## src/rtl/lane_traffic_pkg.sv

```systemverilog
`default_nettype none
// ============================================================================
// Module      : lane_traffic_pkg
// Description : Shared screen/road geometry constants and coordinate helpers
//               for the lane traffic engine. The geometry constants are the
//               parameter defaults of lane_traffic and lane_unit.
// Revision    : 1.0 - initial release
// ============================================================================
package lane_traffic_pkg;

    localparam int C_H_DISPLAY     = 640;
    localparam int C_V_DISPLAY     = 480;
    localparam int C_LANE_Y0       = 320;
    localparam int C_LANE_HEIGHT   = 32;
    localparam int C_CAR_WIDTH     = 64;
    localparam int C_PLAYER_WIDTH  = 32;
    localparam int C_PLAYER_HEIGHT = 32;

    // All position arithmetic is done on 11 bits so sums like x+step and
    // h+H_DISPLAY never overflow.
    typedef logic [10:0] coord_t;

    // (a - b) mod h for a, b already inside [0, h).
    function automatic coord_t wrap_diff(coord_t a, coord_t b, coord_t h);
        return (a >= b) ? (a - b) : (a + h - b);
    endfunction

endpackage
`default_nettype wire

```

## src/rtl/lane_traffic_lane_unit.sv

```systemverilog
`default_nettype none
// ============================================================================
// Module      : lane_unit
// Description : One road lane. Holds the frame divider and the x positions
//               of its cars, applies wrap-around stepping, and reports
//               whether a car covers the current pixel or overlaps the
//               (latched) player rectangle.
// Ports       : clk_i, rst_n_i      - clock, async active-low reset
//               move_tick_i         - frame start while traffic is enabled
//               dir_i/step_i/div_i  - lane direction, step, frame divider
//               h_count_i/v_count_i - current pixel
//               player_x_i/_y_i     - latched player top-left corner
//               cover_o             - a car of this lane covers the pixel
//               overlap_o           - a car of this lane overlaps the player
// Revision    : 1.0 - initial release
// ============================================================================
module lane_unit
    import lane_traffic_pkg::*;
#(
    parameter int LANE_IDX      = 0,
    parameter int CARS_PER_LANE = 2,
    parameter int H_DISPLAY     = C_H_DISPLAY,
    parameter int LANE_Y0       = C_LANE_Y0,
    parameter int LANE_HEIGHT   = C_LANE_HEIGHT,
    parameter int CAR_WIDTH     = C_CAR_WIDTH,
    parameter int PLAYER_WIDTH  = C_PLAYER_WIDTH,
    parameter int PLAYER_HEIGHT = C_PLAYER_HEIGHT
) (
    input  logic       clk_i,
    input  logic       rst_n_i,
    input  logic       move_tick_i,
    input  logic       dir_i,
    input  logic [5:0] step_i,
    input  logic [3:0] div_i,
    input  logic [9:0] h_count_i,
    input  logic [9:0] v_count_i,
    input  coord_t     player_x_i,
    input  coord_t     player_y_i,
    output logic       cover_o,
    output logic       overlap_o
);

    localparam coord_t C_H   = coord_t'(H_DISPLAY);
    localparam coord_t C_TOP = coord_t'(LANE_Y0 + LANE_IDX * LANE_HEIGHT);
    localparam coord_t C_BOT = coord_t'(LANE_Y0 + (LANE_IDX + 1) * LANE_HEIGHT);
    localparam coord_t C_CW  = coord_t'(CAR_WIDTH);
    localparam coord_t C_PW  = coord_t'(PLAYER_WIDTH);
    localparam coord_t C_PH  = coord_t'(PLAYER_HEIGHT);

    logic [3:0]               div_q;
    logic                     w_move;
    coord_t                   w_step;
    coord_t                   w_h;
    coord_t                   w_v;
    logic [CARS_PER_LANE-1:0] w_car_cover;
    logic [CARS_PER_LANE-1:0] w_car_hit;

    assign w_step = {5'd0, step_i};
    assign w_h    = {1'b0, h_count_i};
    assign w_v    = {1'b0, v_count_i};
    assign w_move = move_tick_i && (div_q == div_i);

    always_ff @(posedge clk_i or negedge rst_n_i) begin
        if (!rst_n_i) begin
            div_q <= 4'd0;
        end else if (move_tick_i) begin
            div_q <= (div_q == div_i) ? 4'd0 : div_q + 4'd1;
        end
    end

    for (genvar k = 0; k < CARS_PER_LANE; k++) begin : g_car
        coord_t x_q;
        coord_t x_d;
        coord_t w_sum;

        assign w_sum = x_q + w_step;
        assign x_d   = dir_i ? ((w_sum >= C_H) ? (w_sum - C_H) : w_sum)
                             : ((x_q < w_step) ? (x_q + C_H - w_step) : (x_q - w_step));

        always_ff @(posedge clk_i or negedge rst_n_i) begin
            if (!rst_n_i) begin
                x_q <= coord_t'(k * H_DISPLAY / CARS_PER_LANE);
            end else if (w_move) begin
                x_q <= x_d;
            end
        end

        // Span [x, x+CAR_WIDTH) taken modulo the screen width so a car
        // straddling the right edge also draws at the left edge.
        assign w_car_cover[k] = wrap_diff(w_h, x_q, C_H) < C_CW;
        assign w_car_hit[k]   = (wrap_diff(player_x_i, x_q, C_H) < C_CW) ||
                                (wrap_diff(x_q, player_x_i, C_H) < C_PW);
    end

    assign cover_o   = (w_v >= C_TOP) && (w_v < C_BOT) && (|w_car_cover);
    assign overlap_o = (player_y_i < C_BOT) && ((player_y_i + C_PH) > C_TOP) &&
                       (|w_car_hit);

endmodule
`default_nettype wire

```

## src/rtl/lane_traffic.sv

```systemverilog
`default_nettype none
// ============================================================================
// Module      : lane_traffic
// Description : Road traffic engine. Instantiates one lane_unit per lane,
//               registers the car-pixel flag for the colour mux and runs a
//               per-frame, one-lane-per-cycle collision scan against the
//               player rectangle latched at frame start.
// Ports       : clk_i, rst_n_i           - pixel clock, async active-low reset
//               frame_start_i, enable_i  - frame pulse, traffic move enable
//               h_count_i, v_count_i     - current pixel
//               player_x_i, player_y_i   - player top-left corner
//               lane_dir_i/step_i/div_i  - packed per-lane controls
//               car_pixel_o              - registered car coverage flag
//               hit_o, hit_lane_o        - collision pulse and first lane
// Revision    : 1.0 - initial release
// ============================================================================
module lane_traffic
    import lane_traffic_pkg::*;
#(
    parameter int NUM_LANES     = 4,
    parameter int CARS_PER_LANE = 2,
    parameter int H_DISPLAY     = C_H_DISPLAY,
    parameter int V_DISPLAY     = C_V_DISPLAY,
    parameter int LANE_Y0       = C_LANE_Y0,
    parameter int LANE_HEIGHT   = C_LANE_HEIGHT,
    parameter int CAR_WIDTH     = C_CAR_WIDTH,
    parameter int PLAYER_WIDTH  = C_PLAYER_WIDTH,
    parameter int PLAYER_HEIGHT = C_PLAYER_HEIGHT
) (
    input  logic                   clk_i,
    input  logic                   rst_n_i,
    input  logic                   frame_start_i,
    input  logic                   enable_i,
    input  logic [9:0]             h_count_i,
    input  logic [9:0]             v_count_i,
    input  logic [9:0]             player_x_i,
    input  logic [9:0]             player_y_i,
    input  logic [NUM_LANES-1:0]   lane_dir_i,
    input  logic [6*NUM_LANES-1:0] lane_step_i,
    input  logic [4*NUM_LANES-1:0] lane_div_i,
    output logic                   car_pixel_o,
    output logic                   hit_o,
    output logic [2:0]             hit_lane_o
);

    localparam logic [1:0] S_IDLE   = 2'd0;
    localparam logic [1:0] S_SCAN   = 2'd1;
    localparam logic [1:0] S_REPORT = 2'd2;

    localparam logic [2:0] C_LAST_LANE = 3'(NUM_LANES - 1);
    localparam logic [9:0] C_H_VIS     = 10'(H_DISPLAY);
    localparam logic [9:0] C_V_VIS     = 10'(V_DISPLAY);

    logic [1:0]           state_q, state_d;
    logic [2:0]           idx_q, idx_d;
    logic                 found_q, found_d;
    logic [2:0]           hit_lane_q, hit_lane_d;
    logic [9:0]           px_q, py_q;
    logic                 car_pixel_q, car_pixel_d;
    logic                 w_move_tick;
    logic                 w_lane_hit;
    logic [NUM_LANES-1:0] w_cover;
    logic [NUM_LANES-1:0] w_overlap;

    assign w_move_tick = frame_start_i && enable_i;

    for (genvar l = 0; l < NUM_LANES; l++) begin : g_lane
        lane_unit #(
            .LANE_IDX      (l),
            .CARS_PER_LANE (CARS_PER_LANE),
            .H_DISPLAY     (H_DISPLAY),
            .LANE_Y0       (LANE_Y0),
            .LANE_HEIGHT   (LANE_HEIGHT),
            .CAR_WIDTH     (CAR_WIDTH),
            .PLAYER_WIDTH  (PLAYER_WIDTH),
            .PLAYER_HEIGHT (PLAYER_HEIGHT)
        ) u_lane (
            .clk_i       (clk_i),
            .rst_n_i     (rst_n_i),
            .move_tick_i (w_move_tick),
            .dir_i       (lane_dir_i[l]),
            .step_i      (lane_step_i[l*6 +: 6]),
            .div_i       (lane_div_i[l*4 +: 4]),
            .h_count_i   (h_count_i),
            .v_count_i   (v_count_i),
            .player_x_i  ({1'b0, px_q}),
            .player_y_i  ({1'b0, py_q}),
            .cover_o     (w_cover[l]),
            .overlap_o   (w_overlap[l])
        );
    end

    // Overlap of the lane currently under scan.
    always_comb begin
        w_lane_hit = 1'b0;
        for (int l = 0; l < NUM_LANES; l++) begin
            if (idx_q == 3'(l)) begin
                w_lane_hit = w_overlap[l];
            end
        end
    end

    assign car_pixel_d = (h_count_i < C_H_VIS) && (v_count_i < C_V_VIS) && (|w_cover);

    // A frame start always wins: it restarts the scan from lane 0, which
    // also discards any scan or report still in flight.
    always_comb begin
        state_d    = state_q;
        idx_d      = idx_q;
        found_d    = found_q;
        hit_lane_d = hit_lane_q;
        if (frame_start_i) begin
            state_d    = S_SCAN;
            idx_d      = 3'd0;
            found_d    = 1'b0;
            hit_lane_d = 3'd0;
        end else begin
            case (state_q)
                S_SCAN: begin
                    if (w_lane_hit && !found_q) begin
                        found_d    = 1'b1;
                        hit_lane_d = idx_q;
                    end
                    if (idx_q == C_LAST_LANE) begin
                        state_d = S_REPORT;
                    end else begin
                        idx_d = idx_q + 3'd1;
                    end
                end
                S_REPORT: state_d = S_IDLE;
                default:  state_d = S_IDLE;
            endcase
        end
    end

    always_ff @(posedge clk_i or negedge rst_n_i) begin
        if (!rst_n_i) begin
            state_q     <= S_IDLE;
            idx_q       <= 3'd0;
            found_q     <= 1'b0;
            hit_lane_q  <= 3'd0;
            px_q        <= 10'd0;
            py_q        <= 10'd0;
            car_pixel_q <= 1'b0;
        end else begin
            state_q     <= state_d;
            idx_q       <= idx_d;
            found_q     <= found_d;
            hit_lane_q  <= hit_lane_d;
            car_pixel_q <= car_pixel_d;
            if (frame_start_i) begin
                px_q <= player_x_i;
                py_q <= player_y_i;
            end
        end
    end

    assign car_pixel_o = car_pixel_q;
    assign hit_o       = (state_q == S_REPORT) && found_q && !frame_start_i;
    assign hit_lane_o  = hit_lane_q;

endmodule
`default_nettype wire

```

## config.mk

```make
export PLATFORM = sky130hd
export DESIGN_NAME = lane_traffic
export DESIGN_NICKNAME = d
export VERILOG_FILES = /design/src/rtl/lane_traffic_pkg.sv /design/src/rtl/lane_traffic_lane_unit.sv /design/src/rtl/lane_traffic.sv
export SDC_FILE = /design/constraint.sdc
export NUM_CORES = 1
export LEC_CHECK = 0
export ABC_AREA = 1
export CAP_MARGIN = 20
export CORE_MARGIN = 2
export CORE_UTILIZATION = 40
export DETAILED_ROUTE_END_ITERATION = 8
export PLACE_DENSITY = 0.63
export SYNTH_ARGS = -nofsm -noshare
export SYNTH_HDL_FRONTEND = slang
export SYNTH_SLANG_ARGS = --single-unit
```

## constraint.sdc

```tcl
create_clock -name clk_i -period 3.33 [get_ports clk_i]
set_input_delay 0.666 -clock clk_i [delete_from_list [all_inputs] [get_ports clk_i]]
set_output_delay 0.666 -clock clk_i [all_outputs]
set_load 0.05 [all_outputs]
```

==> impl_metrics.yaml <==
final_layout:
  insertedDiodeCount: 0
  fin_nets: 6026
  area_delta_synth_final_pct: 24.4
  drive_gt1_share_pct: 15.6
  num-fill-cells: 7558
  layout_commonest_cell: "nand2_1"
  final_cell_mix: "nand2_1, inv_1, buf_4"
routing:
  avgRoutedWirePerCell_um: 16.0
  vias_per_cell: 5.17
  ant_nets: 0
  dr.pass1.iters: 8
  vias: 33300
  wirelength_um: 103000
  drc: 6
  drt_first_iter_violations: 2286
floorplanning:
  die_y_um: 276
  die_w_um: 276
  row_count: 99
  coreArea_um2: 73100
  start_util_pct: 40.4
  dieArea_um2: 76000
  ioPinCount: 93
logic_synthesis:
  ys_seq_area_share_pct: 11.4
  synth_flop_cell: "dfrtp_1"
  netlist_area_um2: 29500
  synth_cell_type_count: 69
  avgSynthCellArea_um2: 6.05
  synth_edf_count: 0
  yosysWarnings: 0
  synth_seq_cells: 134
  async_flop_share_pct: 100
  syn_nets: 5431
  synth_cells: 4879
clock_network:
  clk_pin_slew_worst_paths_ps: 70
  worstSkewPairLatency_ps: 520
  clockBufferDepth: 2
  cts_tree: "done"
  cts_htree_levels: 4
  cts-buffers-inserted: 17
  clock_sinks: 134
  cts_root_buf: "clkbuf_16"
global_routing:
  grt_antenna_before_repair: 3
  grt_pass1_vias: 30900
  track_usage_pct: 26.8
  grt_remaining_overflow: 0
  grt_pass1_wl_um: 162000
  grt_max_degree: 65
sta:
  rsz0062_at_grt: "yes"
  setup_viol: 0
  period_share_pct: 95.4
  period_minus_slack_ps: 3180
  skew_ps: 22.3
  drv_slew: 0
  relSlewSlack_pct: 51.2
  finalHoldViolCount: 0
  layout_setup_ws_ps: 154
  fmax_ghz: 0.315
  tightestPinTransition_ps: 731
  hold_slack_ps: 84.7
critical_path:
  reg2reg_setup_slack_ps: 190
  cpMaxStageDelayCell: "clkdlybuf4s50_1"
  arrival_ps: 3610
  reg2reg_from: "g_lane[0].u_lane.g_car[1].x_q[8]$_DFFE_PN1P_"
  max_stage_delay_ps: 490
  worstReg2RegEnd: "hit_lane_o[0]$_DFFE_PN0P_"
  end_kind: "flop"
  ff2ff_path_depth: 21
  crit_required_ps: 3770
  critPathMaxFanout: 4
  cp_common_cell: "nand2_1"
  path_class: "in -> reg"
  worstSetupStartpointType: "input pin"
  worstPathCellList: "clkdlybuf4s50_1, inv_1, fa_1, nand3b_1, nand2_1, a21oi_1, o21ai_2, nand2_1, nor2_1, xor2_1, inv_1, ha_1, o21a_1, o21ai_2, nand2_1, nand3_1, nand2_1, o21ai_1"
run:
  drv_cap: 0
run_status:
  violations: "design-rule violations"
  status: "finished with violations"
power:
  power.density_nw_per_um2: 970
  ir_worst_vdd_mv: 0.349
  p_leak_nw: 19.8
place:
  dp_hpwl_um: 84500
  place_congestion: 0.975
  numPortBuffers: 87
  place_ws_ps: -436
worst_hold_path:
  hold_class: "in -> async"
==> critical path, delay by kind of cell <==
kind | cells | cell delay (ps)
adders and majority gates | 2 | 690
buffers and inverters | 3 | 730
and+or+nand+nor | 7 | 680
xor gates and xnor gates | 1 | 220
AOI/OAI and AO/OA | 5 | 620
==> worst max path at each step <==
stage	from	to	slack, ps	depth (start not counted)
2_1_floorplan	lane_step_i[18]	g_lane[3].u_lane.g_car[1].x_q[7]$_DFFE_PN0P_	300	19
3_3_place_gp	lane_step_i[18]	g_lane[3].u_lane.g_car[1].x_q[7]$_DFFE_PN0P_	-410	20
3_5_place_dp	lane_step_i[18]	g_lane[3].u_lane.g_car[1].x_q[7]$_DFFE_PN0P_	-440	20
4_1_cts	px_q[4]$_DFFE_PN0P_	hit_lane_o[0]$_DFFE_PN0P_	0.8	20
5_1_grt	g_lane[1].u_lane.g_car[1].x_q[8]$_DFFE_PN1P_	hit_lane_o[2]$_DFFE_PN0P_	-40	21
6_report	lane_step_i[1]	g_lane[0].u_lane.g_car[1].x_q[7]$_DFFE_PN0P_	150	18
==> power by group <==
part	internal (W)	total [W]	switching [W]
registers	0.00230	0.00332	0.00102
clock network	0.00107	0.00203	0.000963
logic	0.0126	0.0303	0.0177
total	0.0160	0.0356	0.0196
==> what timing repair did <==
item / in CTS / in global routing
buffers inserted: 0 / 13
pin swaps: 0 / 14
resized for setup: 5 / 117
hold buffers: 0 / 0
endpoints found under the setup margin: 4 / 23
==> cell families (layout without fill, tap and decap cells) <==
logic type	after synthesis	in the layout	share of synthesized area [%]
AO/OA/AOI/OAI	807	807	15.8
XOR/XNOR	227	227	6.94
adder cells (fa/ha/maj)	464	464	20.1
buffers and inverters	824	1432	10.9
flip-flops	134	134	11.4
AND/OR/NAND/NOR	2423	2423	34.9
==> layer usage <==
layer	global-route usage (%)	vias up	wire length [µm]
li1	-	17100	-
met1	35.8	15200	47600
met2	44.3	877	46200
met3	4.10	160	6020
met4	8.55	6	3090
met5	0	-	41
==> area by class of cell <==
class	instances	area, µm²	area share [%]
Sequential cell	134	3370	9.17
Timing Repair Buffer	655	5380	14.6
Clock buffer	19	443	1.21
Multi-Input combinational cell	3921	23400	63.7
Inverter	745	2810	7.66
Tap cell	959	1200	3.27
Clock inverter	13	135	0.368
==> cells in the mapped netlist, drive strengths merged (19+ instances only) <==
master  number  share of area [%]
inv        737                9.4
nand3b      22               0.57
buf         44               0.94
o21ai      266                4.7
nand4       97                2.1
o21bai      47                1.2
nor3        67                1.2
dfrtp      126                 11
nand2     1417                 18
clkbuf      35               0.47
xor2       191                5.9
ha         448                 19
nor2       375                5.1
xnor2       36                1.1
o211ai      25               0.64
nand3      408                6.9
a21oi      354                6.3
a31oi       19               0.40
==> registers in the layout, summed over array words and instances, names as in the netlist <==
signal	flops
idx_q	3
state_q	2
car_pixel_o	1
g_lane.u_lane.div_q	16
found_q	1
py_q	10
px_q	10
hit_lane_o	3
g_lane.u_lane.g_car.x_q	88
==> per-stage QoR <==
step | setup TNS, ps | utilization [%] | cells | total power [W] | cell area [µm²]
floorplan | 0 | - | 4879 | 0.0228 | 29500
global placement | -8460 | 48.7 | 6401 | 0.0322 | 35600
detailed placement | -9820 | 48.7 | 6401 | 0.0325 | 35600
CTS | 0 | 49.5 | 6433 | 0.0348 | 36200
global route | -99.9 | 50.3 | 6446 | 0.0397 | 36700
finish | 0 | 50.3 | 6446 | 0.0356 | 36700
Note: power is estimated with default switching activity, not from simulation.
